## config.mk

```make
export PLATFORM = sky130hd
export DESIGN_NAME = stopwatch_display
export DESIGN_NICKNAME = d
export VERILOG_FILES = /design/src/rtl/stopwatch_display_pkg.sv /design/src/rtl/stopwatch_display_seg7_decode.sv /design/src/rtl/stopwatch_display.sv
export SDC_FILE = /design/constraint.sdc
export NUM_CORES = 1
export LEC_CHECK = 0
export ABC_AREA = 1
export CORE_UTILIZATION = 25
export CTS_BUF_LIST = sky130_fd_sc_hd__clkbuf_8
export CTS_CLUSTER_DIAMETER = 100
export DETAILED_ROUTE_END_ITERATION = 8
export GPL_TIMING_DRIVEN = 0
export PLACE_DENSITY_LB_ADDON = 0.08
export SYNTH_ARGS = -nofsm -noshare
export SYNTH_HDL_FRONTEND = slang
export SYNTH_SLANG_ARGS = --single-unit
```

## constraint.sdc

```tcl
create_clock -name clk -period 2.4 [get_ports clk]
set_input_delay 0.6 -clock clk [delete_from_list [all_inputs] [get_ports clk]]
set_output_delay 0.6 -clock clk [all_outputs]
set_load 0.03 [all_outputs]
```

## src/rtl/stopwatch_display_pkg.sv

```systemverilog
// Shared types and constants for the stopwatch display stage.
// Segment codes are active-high, bit order {g,f,e,d,c,b,a}.
package stopwatch_display_pkg;

  typedef enum logic [1:0] {
    IDLE,
    SHIFT,
    COMMIT
  } conv_state_e;

  localparam logic [6:0] SEG_0     = 7'h3F;
  localparam logic [6:0] SEG_1     = 7'h06;
  localparam logic [6:0] SEG_2     = 7'h5B;
  localparam logic [6:0] SEG_3     = 7'h4F;
  localparam logic [6:0] SEG_4     = 7'h66;
  localparam logic [6:0] SEG_5     = 7'h6D;
  localparam logic [6:0] SEG_6     = 7'h7D;
  localparam logic [6:0] SEG_7     = 7'h07;
  localparam logic [6:0] SEG_8     = 7'h7F;
  localparam logic [6:0] SEG_9     = 7'h6F;
  localparam logic [6:0] SEG_BLANK = 7'h00;

  localparam logic [5:0] CLAMP_MAX = 6'd59;
  localparam logic [2:0] SHIFT_CNT = 3'd6;

  function automatic logic [5:0] clamp59(
    input logic [5:0] v
  );
    return (v > CLAMP_MAX) ? CLAMP_MAX : v;
  endfunction

  // One double-dabble step: adjust nibbles >=5, then shift in a bit.
  // Results never exceed 0x59, so the tens nibble fits in 3 bits.
  function automatic logic [7:0] bcd_step(
    input logic [7:0] b,
    input logic       in_bit
  );
    logic [3:0] hi;
    logic [3:0] lo;
    hi = b[7:4];
    lo = b[3:0];
    if (lo >= 4'd5) lo = lo + 4'd3;
    return {3'(hi + ((hi >= 4'd5) ? 4'd3 : 4'd0)), lo, in_bit};
  endfunction

endpackage

```

## src/rtl/stopwatch_display_seg7_decode.sv

```systemverilog
// Combinational BCD to 7-segment lookup, active-high.
// Codes 10-15 show nothing.
module seg7_decode
  import stopwatch_display_pkg::*;
(
  input  logic [3:0] digit,
  output logic [6:0] seg
);

  always_comb begin
    seg = SEG_BLANK;
    case (digit)
      4'd0:    seg = SEG_0;
      4'd1:    seg = SEG_1;
      4'd2:    seg = SEG_2;
      4'd3:    seg = SEG_3;
      4'd4:    seg = SEG_4;
      4'd5:    seg = SEG_5;
      4'd6:    seg = SEG_6;
      4'd7:    seg = SEG_7;
      4'd8:    seg = SEG_8;
      4'd9:    seg = SEG_9;
      default: seg = SEG_BLANK;
    endcase
  end

endmodule

```

## src/rtl/stopwatch_display.sv

```systemverilog
// Stopwatch display: binary mm:ss to BCD via shift-add-3,
// then multiplexed onto a 4-digit 7-segment display.
module stopwatch_display
  import stopwatch_display_pkg::*;
#(
  parameter int SCAN_DIV     = 50000,
  parameter bit COMMON_ANODE = 1'b1
) (
  input  logic       clk,
  input  logic       clr,
  input  logic [5:0] min_bin,
  input  logic [5:0] sec_bin,
  input  logic       blank_lead,
  output logic [6:0] seg,
  output logic       dp,
  output logic [3:0] an,
  output logic       busy
);

  localparam int PW = (SCAN_DIV > 2) ? $clog2(SCAN_DIV) : 1;
  localparam logic [PW-1:0] PRESC_TC = PW'(SCAN_DIV - 1);
  localparam logic [6:0] SEG_OFF = COMMON_ANODE ? 7'h7F : 7'h00;
  localparam logic [3:0] AN_OFF  = COMMON_ANODE ? 4'hF : 4'h0;
  localparam logic       DP_OFF  = COMMON_ANODE;

  conv_state_e state_q, state_d;
  logic        pending_q, pending_d;
  logic [5:0]  min_s_q, min_s_d;
  logic [5:0]  sec_s_q, sec_s_d;
  logic [5:0]  min_sh_q, min_sh_d;
  logic [5:0]  sec_sh_q, sec_sh_d;
  logic [7:0]  min_bcd_q, min_bcd_d;
  logic [7:0]  sec_bcd_q, sec_bcd_d;
  logic [2:0]  cnt_q, cnt_d;
  logic [15:0] digits_q, digits_d;
  logic        busy_q, busy_d;
  logic [PW-1:0] presc_q, presc_d;
  logic [1:0]  idx_q, idx_d;
  logic [6:0]  seg_q, seg_d;
  logic        dp_q, dp_d;
  logic [3:0]  an_q, an_d;

  logic [5:0]  min_c;
  logic [5:0]  sec_c;
  logic        start;
  logic [3:0]  dig_sel;
  logic [6:0]  dec_seg;
  logic [6:0]  seg_on;
  logic        lead_blank;

  assign min_c = clamp59(min_bin);
  assign sec_c = clamp59(sec_bin);
  // Compare clamped values so an out-of-range input settles.
  assign start = (state_q == IDLE) &&
                 (pending_q ||
                  (min_c != min_s_q) ||
                  (sec_c != sec_s_q));

  always_comb begin
    state_d   = state_q;
    pending_d = pending_q;
    min_s_d   = min_s_q;
    sec_s_d   = sec_s_q;
    min_sh_d  = min_sh_q;
    sec_sh_d  = sec_sh_q;
    min_bcd_d = min_bcd_q;
    sec_bcd_d = sec_bcd_q;
    cnt_d     = cnt_q;
    digits_d  = digits_q;
    case (state_q)
      IDLE: begin
        if (start) begin
          min_s_d   = min_c;
          sec_s_d   = sec_c;
          min_sh_d  = min_c;
          sec_sh_d  = sec_c;
          min_bcd_d = 8'h00;
          sec_bcd_d = 8'h00;
          cnt_d     = 3'd0;
          pending_d = 1'b0;
          state_d   = SHIFT;
        end
      end
      SHIFT: begin
        min_bcd_d = bcd_step(min_bcd_q, min_sh_q[5]);
        sec_bcd_d = bcd_step(sec_bcd_q, sec_sh_q[5]);
        min_sh_d  = {min_sh_q[4:0], 1'b0};
        sec_sh_d  = {sec_sh_q[4:0], 1'b0};
        cnt_d     = cnt_q + 3'd1;
        if (cnt_q == SHIFT_CNT - 3'd1) state_d = COMMIT;
      end
      COMMIT: begin
        digits_d = {min_bcd_q, sec_bcd_q};
        state_d  = IDLE;
      end
      default: state_d = IDLE;
    endcase
    busy_d = start || (state_q != IDLE);
  end

  always_comb begin
    presc_d = presc_q + PW'(1);
    idx_d   = idx_q;
    if (presc_q == PRESC_TC) begin
      presc_d = '0;
      idx_d   = idx_q + 2'd1;
    end
  end

  always_comb begin
    dig_sel = digits_q[3:0];
    case (idx_q)
      2'd0:    dig_sel = digits_q[3:0];
      2'd1:    dig_sel = digits_q[7:4];
      2'd2:    dig_sel = digits_q[11:8];
      default: dig_sel = digits_q[15:12];
    endcase
  end

  seg7_decode u_dec (
    .digit (dig_sel),
    .seg   (dec_seg)
  );

  assign lead_blank = blank_lead &&
                      (idx_q == 2'd3) &&
                      (digits_q[15:12] == 4'd0);

  always_comb begin
    seg_on = lead_blank ? SEG_BLANK : dec_seg;
    seg_d  = COMMON_ANODE ? ~seg_on : seg_on;
    an_d   = COMMON_ANODE ? ~(4'b0001 << idx_q)
                          : (4'b0001 << idx_q);
    dp_d   = COMMON_ANODE ? (idx_q != 2'd2)
                          : (idx_q == 2'd2);
  end

  always_ff @(posedge clk or negedge clr) begin
    if (!clr) begin
      state_q   <= IDLE;
      pending_q <= 1'b1;
      min_s_q   <= '0;
      sec_s_q   <= '0;
      min_sh_q  <= '0;
      sec_sh_q  <= '0;
      min_bcd_q <= '0;
      sec_bcd_q <= '0;
      cnt_q     <= '0;
      digits_q  <= '0;
      busy_q    <= 1'b0;
      presc_q   <= '0;
      idx_q     <= '0;
      seg_q     <= SEG_OFF;
      dp_q      <= DP_OFF;
      an_q      <= AN_OFF;
    end else begin
      state_q   <= state_d;
      pending_q <= pending_d;
      min_s_q   <= min_s_d;
      sec_s_q   <= sec_s_d;
      min_sh_q  <= min_sh_d;
      sec_sh_q  <= sec_sh_d;
      min_bcd_q <= min_bcd_d;
      sec_bcd_q <= sec_bcd_d;
      cnt_q     <= cnt_d;
      digits_q  <= digits_d;
      busy_q    <= busy_d;
      presc_q   <= presc_d;
      idx_q     <= idx_d;
      seg_q     <= seg_d;
      dp_q      <= dp_d;
      an_q      <= an_d;
    end
  end

  assign seg  = seg_q;
  assign dp   = dp_q;
  assign an   = an_q;
  assign busy = busy_q;

endmodule

```

## After elaboration in Yosys (flattened, before gate mapping)

Memories as Yosys holds them, arrays and structs flattened.
Cells that the tools add are included.

| storage, ports and cells | value |
|---|---|
| output and inout bits | 13 |
| logic and storage cells | 80 |
| bits of input ports | 15 |
| ROM bits | 112 |
| memories kept | 1 |
| register bits | 93 |
| bits in latches | 0 |
| memory bits (writable) | 0 |

| cells by class | value |
|---|---|
| shifts and indexed selects | 1 |
| multiply operators | 0 |
| add/sub/neg operators | 7 |
| reductions and logical operators | 14 |
| divide/modulo/power cells | 0 |
| equal/unequal tests | 12 |
| bitwise operators | 2 |
| magnitude comparators | 6 |
| multiplexer cells | 21 |

Memory list:

| memory | words | width | rd ports | clocked after memory_dff | write ports | RTL line | text |
|---|---|---|---|---|---|---|---|
| (name not given) | 16 | 7 | 1 | 0 | 0 | stopwatch_display_seg7_decode.sv:12 | `case (digit)` |

Operators with widths:

| operator | number |
|---|---|
| $pmux W8 S2 | 2 |
| $mux W6 | 4 |
| $pmux W6 S2 | 2 |
| $add A16 B1 Y16 const B | 1 |
| $eq A16 B16 Y1 const B | 1 |
| $ge A4 B3 Y1 const B | 4 |
| $mux W16 | 1 |
| $gt A6 B6 Y1 const B | 2 |
| $ne A6 B6 Y1 | 2 |
| $pmux W4 S3 | 1 |
| $add A4 B2 Y4 const B | 2 |
| $mux W2 | 4 |
| $mux W4 | 2 |
| $mux W8 | 1 |
| $mux W7 | 1 |
| $not A7 Y7 | 1 |
| $add A3 B2 Y3 | 2 |
| $eq A2 B2 Y1 const B | 3 |
| $ne A2 B2 Y1 const B | 3 |
| $pmux W3 S2 | 1 |
| $reduce_and A2 Y1 | 3 |
| $eq A2 B1 Y1 const B | 2 |
| $logic_not A2 Y1 | 2 |
| $logic_not A4 Y1 | 1 |
| 10 further kinds | 15 |

## Logic depth before layout (Yosys ltp)

| logic depth | value |
|---|---|
| word-level depth | 8 |
| mapped depth | 13 |
| gate-level depth less buffers | 13 |

## Modules after synthesis

Synthesis repeated with hierarchy kept, for this count alone.

| second synthesis, totals | value |
|---|---|
| cell total of the unflattened synthesis | 583 |
| area total of the unflattened synthesis | 4860.9 µm² |

By module, submodules not included:

| module | sequential area each (µm²) | instances | cells an instance | area each (µm²) |
|---|---|---|---|---|
| stopwatch_display | 2317.2 | 1 | 544 | 4650.7 |
| seg7_decode | 0.0 | 1 | 39 | 210.2 |

## Worst setup path before layout

Ideal clock, no wire load.

| path | value |
|---|---|
| kind | reg2reg |
| start point | reg idx_q[0] |
| end point | reg seg_q[3] (netlist: seg[3]) |
| clock period less this slack | 1875 ps |
| setup slack | 525 ps |
| path buffers | 0 |
| stages on the path, launching flop included | 11 |
| required time | 2310 ps |
| library setup time | 90 ps |
| arrival time | 1785 ps |
| cell sequence | dfrtp_1 > inv_1 > ha_1 > a22o_1 > o22ai_1 > inv_1 > ha_1 > nand3_1 > nand2_1 > nand2_1 > nand3_1 |

| between the ends | value |
|---|---|
| cells in the longest elaborated chain, start to end | 5 |
| elaborated cells on any way between the ends | 10 |
| classes of those cells | eq/ne: 3; mux: 2; bitwise: 1; reduce/logical: 3; memory: 1 |

RTL lines:

| element | RTL line | text |
|---|---|---|
| start: declaration | stopwatch_display.sv:38 | `logic [1:0] idx_q, idx_d;` |
| start signal: assignment | stopwatch_display.sv:169 | `idx_q <= idx_d;` |
| $eq A2 B2 Y1, or another cell as far along | stopwatch_display.sv:112 | `case (idx_q)` |
| $pmux W4 S3 / $logic_and A1 B1 Y1 (equally long branches) | stopwatch_display.sv:112, stopwatch_display.sv:125 |  |
| $mem_v2 Z16 W7 / $logic_and A1 B1 Y1 (equally long branches) | -- |  |
| $mux W7 (*) | stopwatch_display.sv:130 | `seg_on = lead_blank ? SEG_BLANK : dec_seg;` |
| $not A7 Y7 (*) | stopwatch_display.sv:131 | `seg_d = COMMON_ANODE ? ~seg_on : seg_on;` |
| named net seg_d[3] | stopwatch_display.sv:39 | `logic [6:0] seg_q, seg_d;` |
| end signal: assignment | stopwatch_display.sv:170 | `seg_q <= seg_d;` |
| end: declaration | stopwatch_display.sv:39 |  |

Mark *: on every way through the listed nets, which the timed path passes. The rest lies on a longest branch.
A chain may end at the register's enable or synchronous reset.

==> results.json <==
{
  "status": "finished, violations left",
  "violations": "design-rule violations",
  "dieArea_um2": 19200,
  "yosysUniqueCellTypes": 33,
  "dpl_worst_slack_ns": -0.227,
  "first_iter_violations": 160,
  "critPathBufInv": 2,
  "synth_edf_count": 0,
  "syn-cell-area_um2": 4670,
  "p_clk_frac": 0.171,
  "setup_viol": 0,
  "io_buffers": 27,
  "path_cells": "buf_4, clkdlybuf4s50_1",
  "worstSetupStartpoint": "dp",
  "maxCapViolCount": 0,
  "core_um2": 18100,
  "ys_seq_area_frac": 0.497,
  "area_growth_pct": 16.6,
  "remaining_drc_errors": 8,
  "ys_ff_latch": 92,
  "path_clk_slew_ns": 0.10,
  "timing.rr.start": "idx_q[0]",
  "hold_path.class": "in2async",
  "vias": 3673,
  "numCtsBuffers": 9,
  "fmaxAchievable_mhz": 443,
  "total_power_mw": 6.19,
  "gr-total-overflow": 0,
  "synth.most_common_cell": "nand2_1",
  "wl_mm": 10.8,
  "synth.area.top_cells": "dfrtp_1, nand2_1, dfstp_2",
  "die_w_um": 139,
  "worstReg2RegEnd": "seg[3]",
  "gp_congestion": 0.722,
  "stdcell_count": 836,
  "rows": 49,
  "h-tree-depth": 3,
  "tightest_slew_ns": 0.640,
  "grt.total_usage": 0.124,
  "reg2reg_slack_ns": 0.20,
  "root_buffer": "clkbuf_8",
  "die_y_um": 139,
  "wl_per_cell_um": 12.9,
  "p_switching_mw": 2.54,
  "place_area_um2": 5250,
  "fin_hold_ws_ns": 0.208,
  "r2r_cells": 10,
  "ys.warnings.count": 0,
  "antenna_found_initial": 0,
  "syn_nets": 599,
  "clock_skew_ns": 0.0209,
  "yosys-top-cells-count": "nand2_1, dfrtp_1, inv_1",
  "grt_pass1_vias": 3667,
  "grt_pass1_wl_mm": 18.7,
  "start_util": 0.257,
  "dp.cells": 820,
  "fin_crit_ns": 2.26,
  "p_per_area_nw_per_um2": 1140,
  "slew-limit-headroom": 0.572,
  "crit_path_start_kind": "flip-flop",
  "tns_ns": 0,
  "async_flop_share": 1.00,
  "crit_arrival_ns": 1.66,
  "synthCells": 563,
  "drive_gt1_frac": 0.0807,
  "path_depth": 2,
  "synth_top_flop_cell": "dfrtp_1",
  "dr.pass1.iters": 6,
  "num_antenna_cells": 0,
  "worstSetupPathType": "reg2out",
  "grt_max_degree": 54,
  "period_share": 0.941,
  "clock-sinks": 92,
  "final_nets": 638,
  "rsz0062_at_grt": "no",
  "yosysTopAreaCell": "dfrtp_1",
  "max_stage_delay_ns": 0.65,
  "final-hold-violation-count": 0,
  "worstPathRequired_ns": 1.80,
  "cp-endpoint": "an[2]",
  "p_comb_frac": 0.419,
  "critical-path-top-delay-family": "buffers and inverters",
  "synth.top_cell.area_share": 0.429,
  "post_cts.repair.setup_buffers": 0,
  "swShare": 0.411,
  "path_max_fanout": 2,
  "postLayoutCoreUtil": 0.300,
  "postLayoutSetupSlackWorst_ns": 0.141,
  "finalMaxSlewViolations": 0,
  "cp_slowest_cell": "clkdlybuf4s50_1",
  "seq_power_share": 0.410,
  "cp-end-kind": "output pin",
  "ioPinCount": 28,
  "intPower_mw": 3.64,
  "vdd_ir_drop_max_uv": 304,
  "syn_avg_cell_area_um2": 8.29,
  "clk-insertion-delay-late_ns": 0.38,
  "via_per_inst": 4.39,
  "dp_hpwl_mm": 7.91,
  "fin_area_um2": 5440,
  "cts_tree": "done",
  "power.leakage_nw": 2.72,
  "antenna_left": 0,
  "ctsLongestPathBuffers": 2
}
cell usage in the layout, fill, tap and decap left out, types with 2 or more instances in the layout:
master | synthesis | final
clkdlybuf4s50_1 | 0 | 26
dfrtp_1 | 80 | 80
nand3_1 | 54 | 54
nand3b_1 | 3 | 3
ha_1 | 19 | 19
o211ai_1 | 3 | 3
a21oi_1 | 16 | 16
o21ai_1 | 8 | 8
xnor2_1 | 2 | 2
nand2_1 | 164 | 164
inv_1 | 71 | 73
nor2_1 | 30 | 29
o21ai_0 | 46 | 46
mux2_2 | 2 | 2
a22o_1 | 3 | 3
buf_4 | 1 | 2
or2_2 | 5 | 5
nor3_1 | 2 | 2
o22ai_1 | 3 | 3
xor2_1 | 9 | 9
nor2_2 | 2 | 3
clkbuf_8 | 0 | 9
buf_6 | 5 | 5
nand4_1 | 4 | 4
dfstp_2 | 12 | 12
clkbuf_1 | 9 | 9
fa_1 | 2 | 2
flip-flops by register name, summed over array words and instances (netlist names):
name       flops
digits_q      16
presc_q       16
min_bcd_q      8
sec_bcd_q      8
seg            7
min_s_q        6
min_sh_q       6
sec_s_q        6
sec_sh_q       6
an             3
cnt_q          3
idx_q          2
state_q        2
busy           1
dp             1
pending_q      1
how the worst min path moves through the flow:
| stage | slack (ns) | cells past startpoint | endpoint | startpoint |
|---|---|---|---|---|
| after floorplan | 0.30 | 0 | busy | clr |
| after global placement | 0.45 | 1 | presc_q[0] | presc_q[0] |
| after detailed placement | 0.46 | 1 | presc_q[0] | presc_q[0] |
| after CTS | 0.20 | 1 | digits_q[5] | clr |
| after global routing | 0.22 | 1 | sec_bcd_q[6] | clr |
| final | 0.21 | 1 | digits_q[5] | clr |
what timing repair did:
item,CTS,global route
endpoints found under the setup margin,0,1
hold buffers,0,0
resized for setup,0,1
power by group through the flow:
stage	clock, mW	sequential (mW)	combinational [mW]
final	1.06	2.54	2.59
after global routing	1.18	2.62	3.03
after CTS	1.13	2.54	2.65
after detailed placement	0	2.57	2.64
after global placement	0	2.56	2.62
after floorplan	0	2.58	1.83
cell families after synthesis:
logic type | share of synthesized area
AND/OR/NAND/NOR | 0.248
XOR/XNOR | 0.0207
AO/OA/AOI/OAI | 0.0909
adder cells (fa/ha/maj) | 0.0595
buffers and inverters | 0.0796
flip-flops | 0.497
multiplexers | 0.00483
cell type report:
class	count	area, µm²
clock inverter	7	67.6
sequential	92	2320
clock buffer	9	124
inverter	72	270
multi-input combinational	383	1980
buffer	16	101
tap	229	287
timing repair buffer	28	295
fill	1959	12700
metal layers:
layer / up-vias / routed length (µm) / track usage / part of all wire
li1: 1874 / - / - / -
met1: 1749 / 5460 / 0.163 / 0.51
met2: 38 / 4890 / 0.198 / 0.45
met3: 12 / 278 / 0.0273 / 0.026
met4: 0 / 170 / 0.0491 / 0.016
met5: - / 0 / 0 / 0
Power figures use the tool's default switching activity.
